### config.mk
export PLATFORM = sky130hd
export DESIGN_NAME = bcd_3digit_down_cnt
export DESIGN_NICKNAME = d
export VERILOG_FILES = /design/src/rtl/bcd_3digit_down_cnt.sv
export SDC_FILE = /design/constraint.sdc
export NUM_CORES = 1
export LEC_CHECK = 0
export ABC_AREA = 1
export BUFFER_PORTS_ARGS = -buffer_cell sky130_fd_sc_hd__buf_4
export CAP_MARGIN = 20
export CORE_ASPECT_RATIO = 0.5
export CORE_MARGIN = 5
export CORE_UTILIZATION = 34
export DETAILED_ROUTE_END_ITERATION = 10
export PLACE_DENSITY_LB_ADDON = 0.08
export SLEW_MARGIN = 20
export SYNTH_ARGS = -nofsm -noshare
export SYNTH_HDL_FRONTEND = slang
export SYNTH_SLANG_ARGS = --single-unit
export TNS_END_PERCENT = 100
### constraint.sdc
create_clock -name clk -period 1.6 [get_ports clk]
set_input_delay 0.16 -clock clk [delete_from_list [all_inputs] [get_ports clk]]
set_output_delay 0.16 -clock clk [all_outputs]
set_load 0.1 [all_outputs]
### src/rtl/bcd_3digit_down_cnt.sv
// Three-digit BCD down counter with load sanitizing, zero/done/err flags and an IDLE/RUN/EXPIRED FSM.
// Optional macro BCD_DOWN_CNT_AUTO_RELOAD_EN: EXPIRED with en reloads the last sanitized load value.
module bcd_3digit_down_cnt #(
    parameter logic [11:0] INIT_VAL = 12'h999
) (
    input  logic        clk,
    input  logic        rst,
    input  logic        load,
    input  logic [11:0] load_val,
    input  logic        en,
    output logic [11:0] cnt,
    output logic        zero,
    output logic        done,
    output logic        err
);

    typedef enum logic [1:0] {
        IDLE,
        RUN,
        EXPIRED
    } state_t;

    state_t      state_q, state_d;
    logic [11:0] cnt_q, cnt_d;
    logic        zero_q, zero_d;
    logic        done_q, done_d;
    logic        err_q, err_d;
    logic [11:0] san_val;
    logic        san_bad;
    logic [11:0] dec_val;
`ifdef BCD_DOWN_CNT_AUTO_RELOAD_EN
    logic [11:0] reload_q, reload_d;
`endif

    function automatic logic [3:0] clamp_digit(input logic [3:0] n);
        return (n > 4'd9) ? 4'd9 : n;
    endfunction

    // One BCD step down; only called with a non-zero value, so hundreds never underflows.
    function automatic logic [11:0] bcd_dec(input logic [11:0] v);
        logic [3:0] h, t, o;
        h = v[11:8];
        t = v[7:4];
        o = v[3:0];
        if (o == 4'd0) begin
            o = 4'd9;
            if (t == 4'd0) begin
                t = 4'd9;
                h = h - 4'd1;
            end else begin
                t = t - 4'd1;
            end
        end else begin
            o = o - 4'd1;
        end
        return {h, t, o};
    endfunction

    always_comb begin
        san_val = {clamp_digit(load_val[11:8]), clamp_digit(load_val[7:4]), clamp_digit(load_val[3:0])};
        san_bad = (load_val[11:8] > 4'd9) || (load_val[7:4] > 4'd9) || (load_val[3:0] > 4'd9);
        dec_val = bcd_dec(cnt_q);
    end

    always_comb begin
        state_d = state_q;
        cnt_d   = cnt_q;
        done_d  = 1'b0;
        err_d   = 1'b0;
`ifdef BCD_DOWN_CNT_AUTO_RELOAD_EN
        reload_d = reload_q;
`endif
        if (load) begin
            cnt_d   = san_val;
            err_d   = san_bad;
            state_d = (san_val == 12'h000) ? EXPIRED : RUN;
`ifdef BCD_DOWN_CNT_AUTO_RELOAD_EN
            reload_d = san_val;
`endif
        end else begin
            case (state_q)
                IDLE: begin
                    state_d = IDLE;
                end
                RUN: begin
                    if (cnt_q == 12'h000) begin
                        state_d = EXPIRED;
                    end else if (en) begin
                        cnt_d = dec_val;
                        if (dec_val == 12'h000) begin
                            state_d = EXPIRED;
                            done_d  = 1'b1;
                        end
                    end
                end
                EXPIRED: begin
`ifdef BCD_DOWN_CNT_AUTO_RELOAD_EN
                    if (en && (reload_q != 12'h000)) begin
                        cnt_d   = reload_q;
                        state_d = RUN;
                    end
`else
                    state_d = EXPIRED;
`endif
                end
                default: begin
                    state_d = IDLE;
                end
            endcase
        end
        zero_d = (cnt_d == 12'h000);
    end

    always_ff @(posedge clk) begin
        if (rst) begin
            state_q <= IDLE;
            cnt_q   <= INIT_VAL;
            zero_q  <= (INIT_VAL == 12'h000);
            done_q  <= 1'b0;
            err_q   <= 1'b0;
`ifdef BCD_DOWN_CNT_AUTO_RELOAD_EN
            reload_q <= INIT_VAL;
`endif
        end else begin
            state_q <= state_d;
            cnt_q   <= cnt_d;
            zero_q  <= zero_d;
            done_q  <= done_d;
            err_q   <= err_d;
`ifdef BCD_DOWN_CNT_AUTO_RELOAD_EN
            reload_q <= reload_d;
`endif
        end
    end

    assign cnt  = cnt_q;
    assign zero = zero_q;
    assign done = done_q;
    assign err  = err_q;

endmodule

==> impl_metrics.ini <==
[outcome]
status = finished with violations
violations = negative setup slack

[setup_path]
required_ns = 1.79
path_class = reg -> reg
critical_path_depth = 11
start_kind = flop
critPathTopFamily = simple AND/OR/NAND/NOR gates
r2r_cells = 11
path_cells = nor2_4, nand2_4, nor2_8, nand2_8, nand3_4, nand2_1, nand3_1, nand3_1, nor2_1, nand3_1, nor2_1
ff2ff_setup_slack_ns = -0.05
worst_setup_path_end_kind = flop
crit_path_max_fanout = 8
arrival_ns = 1.84
cpMaxStageDelayCell = dfxtp_4
cp_common_cell = nand3_1
cp-startpoint = cnt[0]
crit_path_end = zero
crit_buf_inv = 0
r2r-start = cnt[0]
rr_endpoint = zero
max_stage_delay_ns = 0.35

[final_layout]
instances_no_fill = 336
num_antenna_cells = 0
fin_nets = 302
final_common_cell = nand2_1
fillers = 412
utilization_pct = 53.0
syn2layout_area_growth_pct = 50.6
final_cell_area_mm2 = 0.00206
drive_gt1_share_pct = 39.4
final_cell_mix = nand2_1 (71), buf_4 (56), inv_1 (25), nor2_1 (25), nand3_1 (21)

[drt]
avgRoutedWirePerCell_um = 13.5
route.met2.wl_mm = 1.70
topRoutingLayerUsed = met4
antenna_left = 0
routed-wl-met3_um = 316
drt-total-wl_mm = 4.54
wl_met1_mm = 2.50
dr.pass1.iters = 4
drt_iter0_drc = 103
vias_per_cell = 4.66
drc = 0
vias = 1566

[synthesis]
synthCells = 224
syn_nets = 243
synth_seq_area_share_pct = 24.9
synth_top_family_by_area = simple AND/OR/NAND/NOR gates
synth_cell_type_count = 27
synthAdderAreaFrac_pct = 2.75
synth-simple-area-share_pct = 53.6
synth_ff_type = dfxtp_1
synth_compound_area_share_pct = 8.33
synth_edf_count = 0
yosysWarnings = 0
ys_ff_latch = 17
synthArstFlopShare_pct = 0
synthMuxAreaShare_pct = 0
avgSynthCellArea_um2 = 6.10
synth-xor-area-share_pct = 1.28
syn_area_mm2 = 0.00137

[grt]
grt_max_degree = 17
antenna_found_initial = 0
gr-usage-all-layers_pct = 16.8
grt_pass1_wl_mm = 6.83
grt_pass1_vias = 1344
overflow = 0

[floorplanning]
die_y_um = 54.8
ios = 31
rows = 16
initial_core_util_pct = 35.2
dieArea_mm2 = 0.00546
die_w_um = 99.7
core_region_area_mm2 = 0.00388

[sta]
worst_clock_skew_ns = 0.00677
timing.final.ws_setup_ns = -0.0471
rsz0062_at_grt = yes
slew_headroom_pct = 58.8
setup_viol_count_final = 5
period_minus_slack_ns = 1.65
clock.fmax_mhz = 607
fin_crit_sh_pct = 103
worstMarginPinSlew_ns = 0.618
drv_slew = 0
hold_viol = 0

[placed_design]
dp_hpwl_mm = 3.57
place.gp.congestion = 0.808
place_area_mm2 = 0.00189
port_buffers = 30
placed_cells = 328

[pwr]
p_leak_nw = 1.03
ir_worst_vdd_v = 0.000333
powerDensity_mw_per_mm2 = 646

[clock_tree]
cts_tree = done
path_clk_slew_ns = 0.07
cts_buffers = 3
clk_latency_ns = 0.25
cts.sinks = 17
htree_num_levels = 1
cts_root_buf = clkbuf_8
clockBufferDepth = 2
postCtsHoldBufs = 0

[job]
drv_cap = 0

[min_path]
hold_class = in -> reg
[cell type report]
| type | instances | area (um^2) | area share (%) |
|---|---|---|---|
| clock buffers | 3 | 41.3 | 2.01 |
| multi-input cells | 177 | 1020 | 49.7 |
| flip-flops and latches | 17 | 383 | 18.6 |
| inverters | 27 | 106 | 5.17 |
| clock inverters | 1 | 5.00 | 0.243 |
| well taps | 54 | 67.6 | 3.28 |
| repair buffers | 57 | 432 | 21.0 |
[report_power, final]
| part | switching, mW | internal [mW] |
|---|---|---|
| clock | 0.150 | 0.173 |
| combinational | 0.358 | 0.183 |
| sequential | 0.0247 | 0.441 |
[registers in the layout (all words and copies together) (netlist names)]
| register | cells |
|---|---|
| state_q | 2 |
| cnt | 12 |
| done | 1 |
| zero | 1 |
| err | 1 |
[repair_timing]
item | 4_1_cts | 5_1_grt
pin swaps | 0 | 12
buffers inserted | 0 | 3
cloned | 0 | 1
resized for setup | 0 | 18
hold endpoints to repair | 0 | 0
endpoints found under the setup margin | 3 | 9
[how the worst min path moves through the flow]
stage,start,end,slack (ns),depth (start not counted)
3_5_place_dp,rst,cnt[2],0.43,2
5_1_grt,rst,cnt[5],0.15,2
6_report,rst,cnt[10],0.16,2
4_1_cts,rst,cnt[2],0.16,2
3_3_place_gp,rst,cnt[9],0.43,2
2_1_floorplan,load_val[7],cnt[7],0.30,2
[per-layer routing]
metal / up-vias / track usage (%)
li1: 829 / -
met1: 687 / 26.5
met2: 48 / 22.1
met3: 2 / 3.56
met4: 0 / 4.08
met5: - / 0
[worst register-to-register path, stage by stage, from the launching register on]
cell and delay, ns:
dfxtp_4 0.35, nor2_4 0.13, nand2_4 0.11, nor2_8 0.22, nand2_8 0.11, nand3_4 0.11
nand2_1 0.06, nand3_1 0.14, nand3_1 0.09, nor2_1 0.10, nand3_1 0.09, nor2_1 0.08
[Yosys cell counts, types with 2 or more instances]
cell	count	area [um^2]
nor2_1	30	113
nand2_2	2	12.5
nand3_1	25	125
nor3_1	5	25.0
o21ai_0	5	25.0
a21oi_1	13	65.1
nor2_8	2	40.0
xor2_1	2	17.5
nor2_4	3	33.8
inv_1	27	101
dfxtp_1	17	340
nand2_4	3	33.8
nand3_2	2	20.0
o21a_1	2	15.0
ha_1	3	37.5
nor2_2	2	12.5
nand2_1	71	267
[kinds of logic after synthesis]
group	after synthesis
compound gates	21
xor+xnor	2
fa+ha+maj	3
buf+inv	31
flops	17
simple gates	150
[metrics by stage]
stage	setup WS [ns]	hold WS, ns	setup TNS (ns)	power (mW)
floorplan	-0.0669	0.300	-0.0792	0.811
global placement	-0.0272	0.426	-0.0535	0.981
detailed placement	-0.0293	0.427	-0.0379	0.981
CTS	-0.0634	0.161	-0.0841	1.30
global route	-0.183	0.150	-1.00	1.41
finish	-0.0471	0.156	-0.123	1.33
Note: power is estimated with default switching activity, not from simulation.
